`src/rtl/flap_pkg.sv`:
```
// Shared definitions for the flap command scheduler: default sizing,
// command op encoding and the queued command record.
package flap_pkg;

  localparam int DEFAULT_N_IND = 4;
  localparam int DEFAULT_IDX_W = 2;

  typedef enum logic {
    OP_POSITION = 1'b0,
    OP_MODE     = 1'b1
  } flap_op_e;

  typedef struct packed {
    logic [DEFAULT_IDX_W-1:0] index;
    flap_op_e                 op;
  } flap_cmd_t;

endpackage

```
`src/rtl/flap_command_scheduler_if.sv`:
```
// Command handshake between the requester (master) and the scheduler (slave).
interface flap_command_scheduler_if #(
  parameter int IDX_W = 2
) ();

  logic             cmd_valid;
  logic             cmd_ready;
  logic [IDX_W-1:0] cmd_index;
  logic             cmd_op;

  modport master (
    output cmd_valid,
    output cmd_index,
    output cmd_op,
    input  cmd_ready
  );

  modport slave (
    input  cmd_valid,
    input  cmd_index,
    input  cmd_op,
    output cmd_ready
  );

endinterface

```
`src/rtl/flap_cmd_fifo.sv`:
```
// Synchronous FIFO with occupancy count and synchronous flush.
// Full/empty come from the count so the pointers may wrap freely.
module flap_cmd_fifo #(
  parameter int DEPTH = 4,
  parameter int WIDTH = 3,
  parameter int CNT_W = 3
) (
  input  logic             clk,
  input  logic             sync_nreset,
  input  logic             flush,
  input  logic             push,
  input  logic             pop,
  input  logic [WIDTH-1:0] wdata,
  output logic [WIDTH-1:0] rdata,
  output logic [CNT_W-1:0] count,
  output logic             full,
  output logic             empty
);

  localparam int PTR_W = (DEPTH > 1) ? $clog2(DEPTH) : 1;

  logic [WIDTH-1:0] r_mem [DEPTH];
  logic [PTR_W-1:0] r_wr_ptr;
  logic [PTR_W-1:0] r_rd_ptr;
  logic [CNT_W-1:0] r_count;
  logic             w_full;
  logic             w_empty;
  logic             w_do_push;
  logic             w_do_pop;

  assign w_full    = (r_count == CNT_W'(DEPTH));
  assign w_empty   = (r_count == '0);
  assign w_do_push = push & ~w_full & ~flush;
  assign w_do_pop  = pop & ~w_empty & ~flush;

  always_ff @(posedge clk) begin
    if (w_do_push) begin
      r_mem[r_wr_ptr] <= wdata;
    end
  end

  always_ff @(posedge clk) begin
    if (!sync_nreset || flush) begin
      r_wr_ptr <= '0;
      r_rd_ptr <= '0;
      r_count  <= '0;
    end else begin
      if (w_do_push) begin
        r_wr_ptr <= r_wr_ptr + PTR_W'(1);
      end
      if (w_do_pop) begin
        r_rd_ptr <= r_rd_ptr + PTR_W'(1);
      end
      r_count <= r_count + CNT_W'(w_do_push) - CNT_W'(w_do_pop);
    end
  end

  assign rdata = r_mem[r_rd_ptr];
  assign count = r_count;
  assign full  = w_full;
  assign empty = w_empty;

endmodule

```
`src/rtl/flap_command_scheduler.sv`:
```
// Queues flap commands and replays them in order as one-cycle mode/position
// pulses, pacing pulses to the same indicator with a per-indicator holdoff.
module flap_command_scheduler
  import flap_pkg::*;
#(
  parameter int N_IND      = DEFAULT_N_IND,
  parameter int IDX_W      = DEFAULT_IDX_W,
  parameter int FIFO_DEPTH = 4,
  parameter int HOLDOFF    = 8,
  parameter int CNT_W      = 3
) (
  input  logic                     clk,
  input  logic                     sync_nreset,
  flap_command_scheduler_if.slave  cmd_if,
  input  logic                     flush,
  output logic [N_IND-1:0]         mode_pulse,
  output logic [N_IND-1:0]         position_pulse,
  output logic [N_IND-1:0]         active,
  output logic [CNT_W-1:0]         pending,
  output logic                     busy
);

  localparam int              HOLD_W    = 8;
  localparam logic [HOLD_W-1:0] HOLD_LOAD = HOLD_W'(HOLDOFF);

  logic [N_IND-1:0]  r_mode_pulse;
  logic [N_IND-1:0]  r_position_pulse;
  logic [N_IND-1:0]  r_active;
  logic [HOLD_W-1:0] r_hold [N_IND];

  logic [IDX_W:0]    w_head;
  logic [IDX_W-1:0]  w_head_idx;
  flap_op_e          w_head_op;
  logic [N_IND-1:0]  w_head_onehot;
  logic [CNT_W-1:0]  w_count;
  logic              w_full;
  logic              w_empty;
  logic              w_push;
  logic              w_issue;
  logic              w_hold_any;

  assign cmd_if.cmd_ready = ~w_full & ~flush;
  assign w_push           = cmd_if.cmd_valid & cmd_if.cmd_ready;

  flap_cmd_fifo #(
    .DEPTH (FIFO_DEPTH),
    .WIDTH (IDX_W + 1),
    .CNT_W (CNT_W)
  ) u_fifo (
    .clk         (clk),
    .sync_nreset (sync_nreset),
    .flush       (flush),
    .push        (w_push),
    .pop         (w_issue),
    .wdata       ({cmd_if.cmd_index, cmd_if.cmd_op}),
    .rdata       (w_head),
    .count       (w_count),
    .full        (w_full),
    .empty       (w_empty)
  );

  assign w_head_idx    = w_head[IDX_W:1];
  assign w_head_op     = flap_op_e'(w_head[0]);
  assign w_head_onehot = N_IND'(1) << w_head_idx;

  // Only the head is eligible; a held-off head blocks everything behind it.
  assign w_issue = ~w_empty & (r_hold[w_head_idx] == '0) & ~flush;

  always_ff @(posedge clk) begin
    if (!sync_nreset) begin
      r_mode_pulse     <= '0;
      r_position_pulse <= '0;
      r_active         <= N_IND'(1);
      for (int unsigned i = 0; i < N_IND; i++) begin
        r_hold[i] <= '0;
      end
    end else begin
      r_mode_pulse     <= '0;
      r_position_pulse <= '0;
      if (w_issue) begin
        if (w_head_op == OP_MODE) begin
          r_mode_pulse <= w_head_onehot;
        end else begin
          r_position_pulse <= w_head_onehot;
        end
        r_active <= w_head_onehot;
      end
      // A load on the issue edge takes priority over the running decrement.
      for (int unsigned i = 0; i < N_IND; i++) begin
        if (w_issue && (w_head_idx == IDX_W'(i))) begin
          r_hold[i] <= HOLD_LOAD;
        end else if (r_hold[i] != '0) begin
          r_hold[i] <= r_hold[i] - HOLD_W'(1);
        end
      end
    end
  end

  always_comb begin
    w_hold_any = 1'b0;
    for (int unsigned i = 0; i < N_IND; i++) begin
      w_hold_any = w_hold_any | (r_hold[i] != '0);
    end
  end

  assign mode_pulse     = r_mode_pulse;
  assign position_pulse = r_position_pulse;
  assign active         = r_active;
  assign pending        = w_count;
  assign busy           = ~w_empty | w_hold_any;

endmodule
```
`src/flat_wrapper.sv`:
```
// flat-port wrapper written by rule: the top's interface ports become plain ports
module flap_command_scheduler_flat import flap_pkg::*;
#(
  parameter int N_IND      = DEFAULT_N_IND,
  parameter int IDX_W      = DEFAULT_IDX_W,
  parameter int FIFO_DEPTH = 4,
  parameter int HOLDOFF    = 8,
  parameter int CNT_W      = 3
)
  (clk, sync_nreset, flush, mode_pulse, position_pulse, active, pending, busy, cmd_if_cmd_valid, cmd_if_cmd_index, cmd_if_cmd_op, cmd_if_cmd_ready);
  flap_command_scheduler_if #(.IDX_W(IDX_W)) cmd_if_i ();
  input  logic clk;
  input  logic sync_nreset;
  input  logic flush;
  output logic [N_IND-1:0] mode_pulse;
  output logic [N_IND-1:0] position_pulse;
  output logic [N_IND-1:0] active;
  output logic [CNT_W-1:0] pending;
  output logic busy;
  input wire logic [$bits(cmd_if_i.cmd_valid)-1:0] cmd_if_cmd_valid;
  input wire logic [$bits(cmd_if_i.cmd_index)-1:0] cmd_if_cmd_index;
  input wire logic [$bits(cmd_if_i.cmd_op)-1:0] cmd_if_cmd_op;
  output wire logic [$bits(cmd_if_i.cmd_ready)-1:0] cmd_if_cmd_ready;
  assign cmd_if_i.cmd_valid = cmd_if_cmd_valid;
  assign cmd_if_i.cmd_index = cmd_if_cmd_index;
  assign cmd_if_i.cmd_op = cmd_if_cmd_op;
  assign cmd_if_cmd_ready = cmd_if_i.cmd_ready;
  flap_command_scheduler #(.N_IND(N_IND), .IDX_W(IDX_W), .FIFO_DEPTH(FIFO_DEPTH), .HOLDOFF(HOLDOFF), .CNT_W(CNT_W)) u_core (.clk(clk), .sync_nreset(sync_nreset), .cmd_if(cmd_if_i), .flush(flush), .mode_pulse(mode_pulse), .position_pulse(position_pulse), .active(active), .pending(pending), .busy(busy));
endmodule
```
`config.mk`:
```
export PLATFORM = sky130hd
export DESIGN_NAME = flap_command_scheduler_flat
export DESIGN_NICKNAME = d
export VERILOG_FILES = /design/src/rtl/flap_pkg.sv /design/src/rtl/flap_command_scheduler_if.sv /design/src/rtl/flap_cmd_fifo.sv /design/src/rtl/flap_command_scheduler.sv /design/src/flat_wrapper.sv
export SDC_FILE = /design/constraint.sdc
export NUM_CORES = 1
export LEC_CHECK = 0
export CORE_ASPECT_RATIO = 1.25
export CORE_UTILIZATION = 52
export CTS_BUF_LIST = sky130_fd_sc_hd__clkbuf_8 sky130_fd_sc_hd__clkbuf_16
export CTS_CLUSTER_DIAMETER = 50
export DETAILED_ROUTE_END_ITERATION = 6
export GPL_TIMING_DRIVEN = 0
export PLACE_DENSITY = 0.75
export REMOVE_ABC_BUFFERS = 1
export SYNTH_ARGS = -nofsm -noshare
export SYNTH_HDL_FRONTEND = slang
export SYNTH_SLANG_ARGS = --single-unit
```
`constraint.sdc`:
```
create_clock -name clk -period 3 [get_ports clk]
set_clock_uncertainty 0.2 [all_clocks]
set_input_delay 0.6 -clock clk [delete_from_list [all_inputs] [get_ports clk]]
set_output_delay 0.6 -clock clk [all_outputs]
set_load 0.005 [all_outputs]
```
# Word-level counts from Yosys, hierarchy flattened

Memory sizes are Yosys's and may differ from the RTL's. A register that Yosys moved wholly into a read port is not among the register bits.
Index checks and enable logic that the tools add are counted.

Bits in writable memories: 44
Output and inout bits: 17
Memories: 2
Logic and storage cells: 102
Bits in registers: 19
Input port bits: 7

Memories:

| memory              | words | bits a word | read ports | clocked after memory_dff | write ports | RTL line                     | RTL |
|---|---|---|---|---|---|---|---|
| u_core.r_hold       | 4     | 8           | 5          | 0                        | 4           | flap_command_scheduler.sv:29 | `logic [HOLD_W-1:0] r_hold [N_IND];` |
| u_core.u_fifo.r_mem | 4     | 3           | 1          | 1                        | 1           | flap_cmd_fifo.sv:22          | `logic [WIDTH-1:0] r_mem [DEPTH];` |

Bitwise gates (word level): 25
Add/subtract/negate cells: 8
Equal/unequal tests: 4
Mux-type cells: 41
Reduce and logical (&&, ||, !) cells: 15
Shifts and indexed selects: 1

Operators by type and width:

| operator            | number |
|---|---|
| $mux 8              | 8 |
| $reduce_bool 8->1   | 4 |
| $sub 8x1->8 const B | 4 |
| $mux 1              | 31 |
| $or 1x1->1          | 12 |
| $and 1x1->1         | 8 |
| $logic_not 8->1     | 1 |
| $not 1->1           | 5 |
| $add 2x1->2 const B | 2 |
| $eq 2x2->1 const B  | 2 |
| $logic_and 1x1->1   | 4 |
| $mux 2              | 2 |
| $shl 1x2->4 const A | 1 |
| $add 3x1->3         | 1 |
| $eq 3x3->1 const B  | 1 |
| $logic_not 3->1     | 1 |
| $reduce_and 3->1    | 1 |
| $reduce_or 3->1     | 1 |
| $sub 3x1->3         | 1 |
| $eq 2x1->1 const B  | 1 |
| $logic_not 2->1     | 1 |
| $logic_not 1->1     | 1 |
| $logic_or 1x1->1    | 1 |

# Logic depth before layout (Yosys ltp)

Gate-level depths: netlist of run 1.

Word-level depth: 10
Mapped depth: 13
Gate-level depth less buffers: 12

# By module

From an unflattened synthesis of run 1, not the netlist that was laid out.

Cell total of the unflattened synthesis: 286
Area, all modules: 3259.4 µm²

Modules (own cells, without submodules):

| module                 | instances | seq. area each (µm²) | cells each | area an instance (µm²) |
|---|---|---|---|---|
| flap_command_scheduler | 1         | 1201.2               | 219        | 2317.2 |
| flap_cmd_fifo          | 1         | 540.5                | 67         | 942.2 |

# Worst setup path before layout of run 1

OpenSTA, ideal clock, no wires.

Kind: register to register
From: reg (tool-made name)
To: reg u_core.u_fifo.r_count[2], in the netlist u_core.u_fifo.count[2]
Data required time: 2.677 ns
Setup time: 0.123 ns
Clock period less this slack: 3.107 ns
Arrival: 2.785 ns
Path slack: -0.107 ns
Stages on the path, launching flop included: 14
Cell sequence: dfxtp_1 mux4_2 and4b_4 o21ai_2 buf_6 nand2_2 ha_1 inv_1 ha_1 inv_1 fa_1 xor2_1 xnor2_1 nor2_1

RTL lines:

| element                | RTL line            | RTL |
|---|---|---|
| end signal: assignment | flap_cmd_fifo.sv:54 | `r_count <= r_count + CNT_W'(w_do_push) - CNT_W'(w_do_pop);` |
| end: declaration       | flap_cmd_fifo.sv:25 | `logic [CNT_W-1:0] r_count;` |

==> impl_metrics.yaml, run 1 <==
yosys:
  synth_edf_count: 44
  yosysSeqAreaShare_pct: 54.8
  synth_top_family_by_area: "simple AND/OR/NAND/NOR gates"
  synth_area_leaders: "edfxtp_1 42%, dfxtp_1 13%, nor2_1 6.3%"
  synthMuxAreaShare_pct: 3.31
  synthDistinctLibCells: 51
  netlist.area_leader.share_pct: 41.6
  syn_avg_cell_area_um2: 11.2
  synth_compound_area_share_pct: 5.04
  synth-simple-area-share_pct: 23.1
  yosysTopAreaCell: "edfxtp_1"
  async_flop_share_pct: 0
  postSynthCellCount: 283
  syn_area_mm2: 0.00318
  synth_warnings: 0
  synthAdderAreaFrac_pct: 5.75
  ys_ff_latch: 65
  synth_top_flop_cell: "edfxtp_1"
  synth_xor_area_share_pct: 5.51
pwr:
  p_leak_nw: 1.51
  irDropWorstVdd_uv: 380
  p_per_area_mw_per_mm2: 810
worst_setup_path:
  setup.worst_path.end_class: "output pin"
  critPathMaxStageDelay_ns: 0.59
  crit_slowest_cell: "or4_4"
  crit_type: "flop to output pin"
  cp_cell_sequence: "or4_4 > or4b_4 > nor2_4 > nand4_1 > buf_2"
  cp-start-kind: "flop"
  cp.arrival_ns: 2.26
  path_max_fanout: 3
  crit_required_ns: 2.20
floorplan:
  io_pins: 24
  rows: 31
  dieWidth_um: 71.9
  die-area_mm2: 0.00643
  start_util_pct: 54.2
  die_h_um: 89.4
  core-area_mm2: 0.00586
drt:
  drt_pre_antenna_iters: 4
  drc_errors: 0
  ant_nets: 0
  wl_mm: 5.81
  vias: 2222
  via_per_inst: 5.34
  dr.first_iter.drc_count: 98
  wl_per_cell_um: 14.0
finish:
  final_area_mm2: 0.00387
  final_cell_count_no_fill: 416
  drive_above_1_share_pct: 16.8
  nets: 350
  n_antenna_cell: 0
  syn2layout_area_growth_pct: 21.8
cts:
  cts_tree: "yes"
  clk_pin_slew_worst_paths_ns: 0.06
  clockBufferDepth: 2
  htreeDepth: 3
  numCtsBuffers: 9
  clkLatencyLatePin_ns: 0.34
  cts-root-buf: "clkbuf_8"
  cts_num_sinks: 65
  hold_buffers: 0
global_routing:
  antenna_found_initial: 0
  grt_pass1_wl_mm: 9.67
  grt_pass1_vias: 2133
  top_usage_layer: "met2"
  gr-usage-met3_pct: 5.41
  grt_max_degree: 12
  grt_use_total_pct: 20.1
  met1_usage_pct: 22.9
  met2_usage_pct: 34.2
  grt-ovfl-total: 0
sta:
  rsz0062_at_grt: "yes"
  setup_viol: 1
  finalCriticalPeriod_ns: 3.06
  slew_violations: 0
  relSlewSlack_pct: 41.5
  tns_ns: -0.0584
  fin_ws_ns: -0.0584
  hold_violations: 0
  fmax_mhz: 327
  whs_ns: 0.283
  tightest_slew_ns: 0.871
  period_share_pct: 102
outcome:
  status: "finished, violations left"
  violations: "setup timing"
place:
  hpwl_mm: 3.99
  gp_congestion: 0.755
  dp.cells: 385
  portBuffers: 23
  placed_area_mm2: 0.00349
job:
  drv_cap: 0
hold_path:
  hold_class: "flop to flop"
final cells by class:
cell class	count	area (um^2)
sequential	65	1750
multi-input combinational	199	1450
fill	443	1990
tap	82	103
clock inverter	5	18.8
timing repair buffer	38	338
clock buffer	11	151
inverter	16	60.1
placed cells by master, fill, tap and decap left out, types with 6 or more instances in the layout:
cell type | netlist | routed
clkdlybuf4s50_1 | 0 | 22
ha_1 | 13 | 12
nor3_1 | 7 | 7
edfxtp_1 | 44 | 44
dfxtp_1 | 21 | 20
xnor2_1 | 12 | 12
xor2_1 | 8 | 8
inv_1 | 16 | 21
clkbuf_8 | 0 | 11
nor2_1 | 53 | 51
nand3_1 | 6 | 6
a21oi_1 | 13 | 12
nand2_1 | 16 | 16
buf_4 | 0 | 15
nand2b_1 | 6 | 6
metrics by stage:
step                      total power (W)  worst slack [ns]  utilization [%]
after floorplan                   0.00214            -0.172                -
after global placement            0.00232            -0.486             59.6
after detailed placement          0.00235            -0.511             59.6
after CTS                         0.00310           -0.0446             64.9
after global routing              0.00336            -0.126             66.1
final                             0.00313           -0.0584             66.1
kinds of logic (layout without fill, tap and decap cells):
logic type | after synthesis | in the layout
xor+xnor | 20 | 20
compound gates | 24 | 24
flops | 65 | 65
buf+inv | 19 | 70
fa+ha+maj | 14 | 14
simple gates | 135 | 135
mux | 6 | 6
power breakdown:
part           switching, W  leakage (nW)  total (W)  internal, W
clock network      0.000296         0.106   0.000626     0.000330
registers          0.000176         0.648    0.00139      0.00121
logic              0.000577         0.754    0.00112     0.000539
total               0.00105          1.51    0.00313      0.00208
registers in the layout (all words and copies together) (netlist names), named ones only:
register / count
u_core.u_fifo.r_mem: 12
u_core.active: 4
u_core.u_fifo.r_wr_ptr: 2
u_core.mode_pulse: 4
u_core.r_hold: 32
u_core.u_fifo.r_rd_ptr: 2
u_core.position_pulse: 4
u_core.u_fifo.count: 3
cell usage after synthesis, types with 3 or more instances:
cell / instances
and3_1: 4
nand3b_1: 4
dfxtp_1: 21
and2_1: 3
nand3_1: 6
nor3_1: 7
nor3b_1: 3
nand4_1: 3
mux2i_1: 3
a21oi_1: 13
xor2_1: 8
ha_1: 13
nand2b_1: 6
or4_1: 4
nand2_1: 16
edfxtp_1: 44
nor4_1: 4
inv_1: 16
xnor2_1: 12
nor2_1: 53
worst paths after layout:
check | start | endpoint | slack [ns] | cells past startpoint
setup / recovery | u_core.r_hold[0][3]$_SDFFCE_PN0P_ | busy | -0.06 | 5
hold / removal | u_core.active[0]$_SDFFE_PN1N_ | u_core.active[0]$_SDFFE_PN1N_ | 0.28 | 2
setup reg to reg | flop | u_core.u_fifo.count[2]$_SDFF_PP0_ | 0.04 | 12
hold reg to reg | u_core.active[0]$_SDFFE_PN1N_ | u_core.active[0]$_SDFFE_PN1N_ | 0.28 | 2
critical path: cells and delay by family, from the launching register on:
family,cells,cell delay [ns]
buffers and inverters,1,0.20
DFF,1,0.39
and+or+nand+nor,4,1.34
layer usage:
metal  up-vias  part of all wire, %
met1      1060                   42
met3        13                  3.8
li1       1098                    -
met2        51                   51
met4         0                  2.5
met5         -                    0
what timing repair did:
action                                  4_1_cts  5_1_grt
endpoints found under the hold margin         0        0
buffers inserted                             10        5
gates resized for setup                      17        6
endpoints found under the setup margin        3        3
pin swaps                                     6        5
Power figures use the tool's default switching activity.
==> run 2, diff against run 1 <==
--- a/config.mk
+++ b/config.mk
@@ -5,14 +5,17 @@
 export SDC_FILE = /design/constraint.sdc
 export NUM_CORES = 1
 export LEC_CHECK = 0
+export CAP_MARGIN = 25
 export CORE_ASPECT_RATIO = 1.25
-export CORE_UTILIZATION = 52
+export CORE_UTILIZATION = 53
 export CTS_BUF_LIST = sky130_fd_sc_hd__clkbuf_8 sky130_fd_sc_hd__clkbuf_16
 export CTS_CLUSTER_DIAMETER = 50
 export DETAILED_ROUTE_END_ITERATION = 6
 export GPL_TIMING_DRIVEN = 0
-export PLACE_DENSITY = 0.75
+export PLACE_DENSITY = 0.76
 export REMOVE_ABC_BUFFERS = 1
+export SETUP_SLACK_MARGIN = 0.1
 export SYNTH_ARGS = -nofsm -noshare
 export SYNTH_HDL_FRONTEND = slang
+export SYNTH_HIERARCHICAL = 1
 export SYNTH_SLANG_ARGS = --single-unit
==> run 2 against run 1 <==
Compared with the run above: critical endpoint is now u_core/u_fifo/count[2]$_SDFF_PP0_; critical path type is now flop to flop; highest routed layer unchanged; the run still ends with setup timing left; count of clock-buffer cells in the layout is 1 lower; register-to-register slack worse by 0.23 ns; via count increased by 9.6%; sequential share of layout area decreased by 2.2 points; global-route usage rose by 2.5 points; synthesized cell count up 1.1%; non-clock buffer count grew 11; core utilization is 3.4 points higher; critical path depth rose by 6; clock power grew 7.0%; flip-flop and latch count unchanged; hold slack improved by 0.011 ns.
==> impl_metrics.yaml, run 2 <==
worst_setup_path:
  cp_cell_sequence: "or4_4 > o41ai_4 > and3_4 > nor3b_4 > ha_1 > inv_2 > ha_4 > fa_2 > xnor2_2 > xnor2_1 > nor2_1"
  path_max_fanout: 3
  cp-start-kind: "flop"
  critPathMaxStageDelay_ns: 0.58
  setup.worst_path.end_class: "flop"
  r2r.worst_path.cells: 11
  crit_slowest_cell: "or4_4"
  crit_required_ns: 3.03
  crit_type: "flop to flop"
  cp.arrival_ns: 3.22
yosys:
  syn_avg_cell_area_um2: 11.4
  async_flop_share_pct: 0
  synth_edf_count: 44
  ys_ff_latch: 65
  postSynthCellCount: 286
  yosysSeqAreaShare_pct: 53.4
  synth_area_leaders: "edfxtp_1 41%, dfxtp_1 13%, ha_1 5.0%"
  synthDistinctLibCells: 55
  yosysTopAreaCell: "edfxtp_1"
  synth_top_flop_cell: "edfxtp_1"
  netlist_top_cells_count: "44 x edfxtp_1, 40 x nor2_1, 21 x dfxtp_1"
  synth_warnings: 6
  netlist.area_leader.share_pct: 40.5
  syn_area_mm2: 0.00326
  synth.most_common_cell: "edfxtp_1"
drt:
  vias: 2435
  drt_pre_antenna_iters: 4
  wl_per_cell_um: 15.6
  dr.first_iter.drc_count: 148
  via_per_inst: 5.66
  ant_nets: 0
  drc_errors: 0
  wl_mm: 6.72
finish:
  mostFrequentLayoutCell: "edfxtp_1"
  syn2layout_area_growth_pct: 24.9
  nets: 364
  final_util_pct: 69.5
  final_area_mm2: 0.00407
  drive_above_1_share_pct: 24.4
  top_regs: "u_core/r_hold (32), u_core/u_fifo/r_mem (12)"
  top_register: "u_core/r_hold"
  n_antenna_cell: 0
  most-common-layout-cells: "44 x edfxtp_1, 38 x nor2_1, 26 x buf_4, 21 x clkdlybuf4s50_1, 20 x dfxtp_1"
  largest_reg_flops: 32
sta:
  fmax_mhz: 314
  tns_ns: -0.462
  hold_violations: 0
  fin_ws_ns: -0.185
  setup_viol: 3
  slew_violations: 0
  tightest_slew_ns: 0.814
  relSlewSlack_pct: 45.6
  rsz0062_at_grt: "yes"
  period_share_pct: 106
  finalCriticalPeriod_ns: 3.19
cts:
  clk_pin_slew_worst_paths_ns: 0.07
  hold_buffers: 0
  clkLatencyLatePin_ns: 0.35
  htreeDepth: 3
  cts_num_sinks: 65
  clockBufferDepth: 2
  numCtsBuffers: 9
  cts_tree: "yes"
  cts-root-buf: "clkbuf_8"
floorplan:
  die_h_um: 89.7
  rows: 31
  io_pins: 24
  dieWidth_um: 72.1
  core-area_mm2: 0.00586
  start_util_pct: 55.7
  die-area_mm2: 0.00647
pwr:
  p_seq_share_pct: 42.6
  p_total_w: 0.00324
  power.net_switching_w: 0.00117
  internal_power_w: 0.00207
  p_per_area_mw_per_mm2: 797
  clock_power_share_pct: 20.7
  irDropWorstVdd_uv: 435
  comb_power_share_pct: 36.7
  switching_share_pct: 36.2
  p_leak_nw: 1.60
outcome:
  violations: "setup timing"
  status: "finished, violations left"
global_routing:
  antenna_found_initial: 0
  grt_pass1_wl_mm: 10.8
  grt_max_degree: 21
  grt_pass1_vias: 2411
  grt-ovfl-total: 0
  grt_use_total_pct: 22.6
hold_path:
  hold_class: "flop to flop"
  min_path_cells: 2
place:
  portBuffers: 23
  hpwl_mm: 4.32
  gp_congestion: 0.748
  placed_area_mm2: 0.00356
job:
  drv_cap: 0
[run 2: layout make-up]
class	instances	area [um^2]
fillers	426	1790
clock buffers	10	138
multi-input cells	199	1550
inverters	19	71.3
repair buffers	49	423
clock inverters	6	38.8
well taps	82	103
flip-flops and latches	65	1750
[run 2: logic make-up after synthesis]
group	synth area share, %
compound gates	8.98
buf+inv	3.11
fa+ha+maj	5.60
simple gates	20.8
xor+xnor	5.11
mux	2.99
flops	53.4
[run 2: path summary, 6_finish.rpt]
| check | start | end | slack [ns] |
|---|---|---|---|
| setup / recovery | u_core/r_hold[1][2]$_SDFFCE_PN0P_ | u_core/u_fifo/count[2]$_SDFF_PP0_ | -0.19 |
| hold reg to reg | u_core/u_fifo/r_rd_ptr[0]$_SDFFE_PP0P_ | flop | 0.29 |
| hold / removal | u_core/u_fifo/r_rd_ptr[0]$_SDFFE_PP0P_ | flop | 0.29 |
| setup reg to reg | u_core/r_hold[1][2]$_SDFFCE_PN0P_ | u_core/u_fifo/count[2]$_SDFF_PP0_ | -0.19 |
[run 2: power by group through the flow]
stage	clock network, W	logic (W)	registers, W
6_report	0.000670	0.00119	0.00138
2_1_floorplan	0	0.000811	0.00136
5_1_grt	0.000722	0.00131	0.00140
3_5_place_dp	0	0.000992	0.00141
4_1_cts	0.000683	0.00112	0.00137
3_3_place_gp	0	0.000965	0.00139
[run 2: worst max-delay path: cells and delay by family, from the launching register on]
kind            cells  cell delay (ns)
simple gates        4             1.10
compound gates      1             0.39
flops               1             0.39
buf+inv             1             0.04
xor+xnor            2             0.28
fa+ha+maj           3             0.66
[run 2: per-layer routing]
metal  global-route usage (%)  vias to the layer above  routed length (um)
met5                        0                        -                   0
met4                     9.98                        0                 139
met3                     6.47                       12                 347
met2                     40.0                       84                3540
met1                     25.5                     1170                2700
li1                         -                     1169                   -
[run 2: timing repair]
action,in CTS,in global routing
endpoints found under the hold margin,0,0
setup buffers,22,4
setup endpoints to repair,4,4
gates resized for setup,17,11
gates cloned,1,0
pin swaps,11,9
[run 2: stage by stage]
step                      cells  setup slack [ns]  hold WS, ns
after floorplan             282            -0.238        0.253
after global placement      387            -0.682        0.267
after detailed placement    387            -0.749        0.301
after CTS                   426            -0.152        0.303
after global routing        430            -0.324        0.332
final                       430            -0.185        0.294
==> RTL edit 1 (config.mk and constraints of run 2) <==
Make the reset (`sync_nreset`) asynchronous in one clocked block.
--- a/src/rtl/flap_command_scheduler.sv
+++ b/src/rtl/flap_command_scheduler.sv
@@ -67,5 +67,5 @@
   assign w_issue = ~w_empty & (r_hold[w_head_idx] == '0) & ~flush;
 
-  always_ff @(posedge clk) begin
+  always_ff @(posedge clk or negedge sync_nreset) begin
     if (!sync_nreset) begin
       r_mode_pulse     <= '0;
Function: differs if sync_nreset is asserted again (counterexample within 4 cycles, from zero or initial values and one cycle with sync_nreset low); with sync_nreset held inactive, the same outputs for 4 cycles.
==> RTL edit 1 against run 2 <==
The run still ends with setup timing left. Synthesized area down 0.81%. Routed wire length up 5.7%. Cell area up 3.6%. Sequential cell count unchanged. Non-clock buffer count up 6. Via count up 5.9%. Setup slack worse by 240 ps. Highest routed layer unchanged.
Power is not compared: it rests on default switching activity, and its combinational part moved more than twofold at a synthesized area within 25%.
==> RTL edit 1: results (changes against run 2) <==
Run status
  – Status: complete, but fails checks
  – Failing checks: setup timing

Placed design
  – Detailed placement HPWL: 4330 um (+0.18%)
  – Placed Cells: 405 (+4.7%)
  – Final RePlAce weighted congestion: 0.814 (+8.8%)
  – DP Worst Slack: -1380 ps (-631 ps)
  – Area post-placement: 0.00357 mm^2 (+0.25%)

Cells and area
  – Final-layout clock buffer total: 11 (+1)
  – Multi-In Gates: 212 (+6.5%)
  – Signal inverters: 22 (+3)
  – Multi-input combinational area share: 0.406 (+0.0249)
  – Post-layout util: 0.720 (+0.0252)
  – Share of cells above drive strength 1: 0.281 (+0.0368)
  – Nonclk buf count: 55 (+12%)
  – Clock Network Area Fraction: 0.0472 (+0.00382)
  – Sequential share of cell area: 0.391 (-0.0379)
  – Layout Nets: 387 (+6.3%)

Synth
  – Sequential fraction of the synthesis area: 0.508 (-0.0262)
  – Compound-Gate Fraction of Synth Area: 0.0975 (+0.00770)
  – Synth Area in Adders: 0.0604 (+0.00433)
  – Synth cell count leaders: dfrtp_1 (43), nor2_1 (36), inv_1 (22), nand2_1 (18), ha_1 (14)
  – Leading post-synthesis cells by cell area: dfrtp_1 (33%), edfxtp_1 (11%), dfxtp_1 (5.6%)
  – XOR/XNOR Fraction of Synth Area: 0.0379 (-0.0131)
  – FFs w/ async S/R, synth: 0.677 (+0.677)
  – Avg Cell Area, Syn: 10.7 um^2 (-5.7%)
  – Synth cell types: 60 (+9.1%)

Clock network
  – Setup Buffers After CTS: 18 (-18%)
  – Gates resized, CTS repair: 34 (+17)

Global routing
  – Pin count of the biggest net entering global routing: 28 (+33%)
  – Vias in the first global route: 2419 (+0.33%)
  – Gr usage total: 0.230 (+0.00409)

STA
  – TNS Setup: -834 ps (-372 ps)
  – Final WS setup: -426 ps (-241 ps)
  – Final setup fails: 4 (+1)
  – Slew margin rel.: 0.626 (+0.170)

Routing
  – DRT iter0 DRCs: 303 (+100%)
  – Vias per cell: 5.70 (+0.72%)

Die
  – Width of the chip: 71.9 um (-0.39%)

Critical path
  – Crit path DAT: 3450 ps (+230 ps)
-- RTL edit 1: cell types whose count changed after synthesis, sizes merged, moves of 4 or more --
cell / change
nor4: -5
dfrtp: +43
xnor2: -4
dfxtp: -12
a211oi: +6
nor3: +5
edfxtp: -32
mux2i: +4
a21oi: +7
-- RTL edit 1: per-layer routing --
metal  track usage  vias to the layer above  wire (um)
met5             0                        -          0
met2         0.419                       69       3890
met1         0.255                     1287       2830
li1              -                     1213          -
met4         0.128                        0        122
met3        0.0406                        9        258
-- RTL edit 1: final timing paths --
check,from,depth (start not counted),endpoint
hold reg to reg,u_core/u_fifo/r_rd_ptr[1],2,u_core/u_fifo/r_rd_ptr[1]
hold / removal,sync_nreset,1,u_core/r_hold[13]
setup / recovery,register,12,u_core/u_fifo/count[2]
setup reg to reg,register,12,u_core/u_fifo/count[2]
min in group clk,u_core/u_fifo/r_rd_ptr[1],2,u_core/u_fifo/r_rd_ptr[1]
max in group asynchronous,sync_nreset,2,u_core/active[0]
==> RTL edit 2 (flow settings as in run 2) <==
Made on the original files. `HOLDOFF` is set to 8 in 2 places; all go to 7.
--- a/src/rtl/flap_command_scheduler.sv
+++ b/src/rtl/flap_command_scheduler.sv
@@ -7,5 +7,5 @@
   parameter int IDX_W      = DEFAULT_IDX_W,
   parameter int FIFO_DEPTH = 4,
-  parameter int HOLDOFF    = 8,
+  parameter int HOLDOFF    = 7,
   parameter int CNT_W      = 3
 ) (
--- a/src/flat_wrapper.sv
+++ b/src/flat_wrapper.sv
@@ -5,5 +5,5 @@
   parameter int IDX_W      = DEFAULT_IDX_W,
   parameter int FIFO_DEPTH = 4,
-  parameter int HOLDOFF    = 8,
+  parameter int HOLDOFF    = 7,
   parameter int CNT_W      = 3
 )
Formal check against the unedited RTL: not equivalent (Yosys sat finds a counterexample within 10 cycles, from zero or initial values and one cycle with sync_nreset low).
==> RTL edit 2 against run 2 <==
The run still ends with setup timing left. Worst hold slack better by 13 ps. Routed wire length up 6.2%. Setup slack worse by 240 ps. Final cell count rose by 3.3%. Core utilization is 1.8 points lower. Synthesized area up 2.8%. Cell area increased by 1.9%. Power increased by 5.5%. Sequential cell count did not move. Critical endpoint unchanged.
==> RTL edit 2: results (changes against run 2) <==
Run status
  – Status: complete, but fails checks
  – Failing checks: setup timing

Global routing
  – Vias in the first global route: 2514 (+4.3%)
  – Met1 Usage GRT: 0.282 (+0.0275)
  – Met3 Use GR: 0.0614 (-0.00335)
  – Gr usage total: 0.240 (+0.0137)
  – Pin count of the biggest net entering global routing: 29 (+38%)
  – First-pass GRT wire length: 12100 um (+11%)
  – Met2 Usage GRT: 0.404 (+0.00415)

Synth
  – Post-synthesis mux area share: 0.0291 (-0.000816)
  – Synth Area in Adders: 0.0583 (+0.00221)
  – Synth cell count leaders: edfxtp_1 (44), nor2_1 (37), dfxtp_1 (21), inv_1 (21)
  – Synthesized instance count: 305 (+6.6%)
  – Compound-Gate Fraction of Synth Area: 0.0900 (+0.000165)
  – Leading post-synthesis cells by cell area: edfxtp_1 (39%), dfxtp_1 (13%), ha_1 (5.2%)

Routing
  – Post-Route M1 WL: 2950 um (+9.3%)
  – Final WL: 7140 um (+6.2%)
  – WL met3: 308 um (-11%)
  – Metal2 WL: 3690 um (+4.4%)
  – DRT iter0 DRCs: 151 (+2.0%)
  – Vias per cell: 5.68 (+0.31%)

Power and ir drop
  – Leak Pwr: 1.58 nW (-0.92%)
  – Sw Share: 0.363 (+0.000644)
  – Comb pwr: 1.28 mW (+8%)
  – Clk power: 0.754 mW (+13%)

STA
  – Final WS setup: -428 ps (-242 ps)
  – TNS Setup: -2350 ps (-1890 ps)
  – Worst slew pin tran: 898 ps (+84.6 ps)
  – Final setup fails: 10 (+7)

Min path
  – Worst hold start: u_core/u_fifo/r_wr_ptr[0]

Critical path
  – Slowest stage delay, CP: 560 ps (-20 ps)
  – Worst Path Max Fanout: 2 (-1)

Cells and area
  – Share of cells above drive strength 1: 0.240 (-0.00470)
  – Layout Cells excl Fill: 444 (+3.3%)

Placed design
  – Placed Cells: 405 (+4.7%)
RTL edit 2: changes by cell type in the layout (fill, tap and decap cells not counted), sizes merged, moves of 3 or more:
cell	delta
o21a	+8
a21oi	+6
a21boi	-3
nand2	-8
o31ai	+3
or4	+4
a31oi	+5
nor2	-3
nor4	+3
RTL edit 2: per-stage QoR:
step / worst slack, ps / power, mW / instance area, um^2
after CTS: -335 / 3.36 / 4100
after global placement: -1280 / 2.40 / 3650
final: -428 / 3.42 / 4150
after detailed placement: -1370 / 2.45 / 3650
after floorplan: -482 / 2.21 / 3310
after global routing: -537 / 3.65 / 4150
RTL edit 2: final cells by class:
type	instances	area, um^2	share of cell area
Sequential cell	65	1760	0.424
Multi-Input combinational cell	211	1610	0.387
Clock inverter	7	77.6	0.0187
Timing Repair Buffer	46	397	0.0957
Inverter	21	78.8	0.0190
Tap cell	85	106	0.0256
Clock buffer	9	124	0.0299
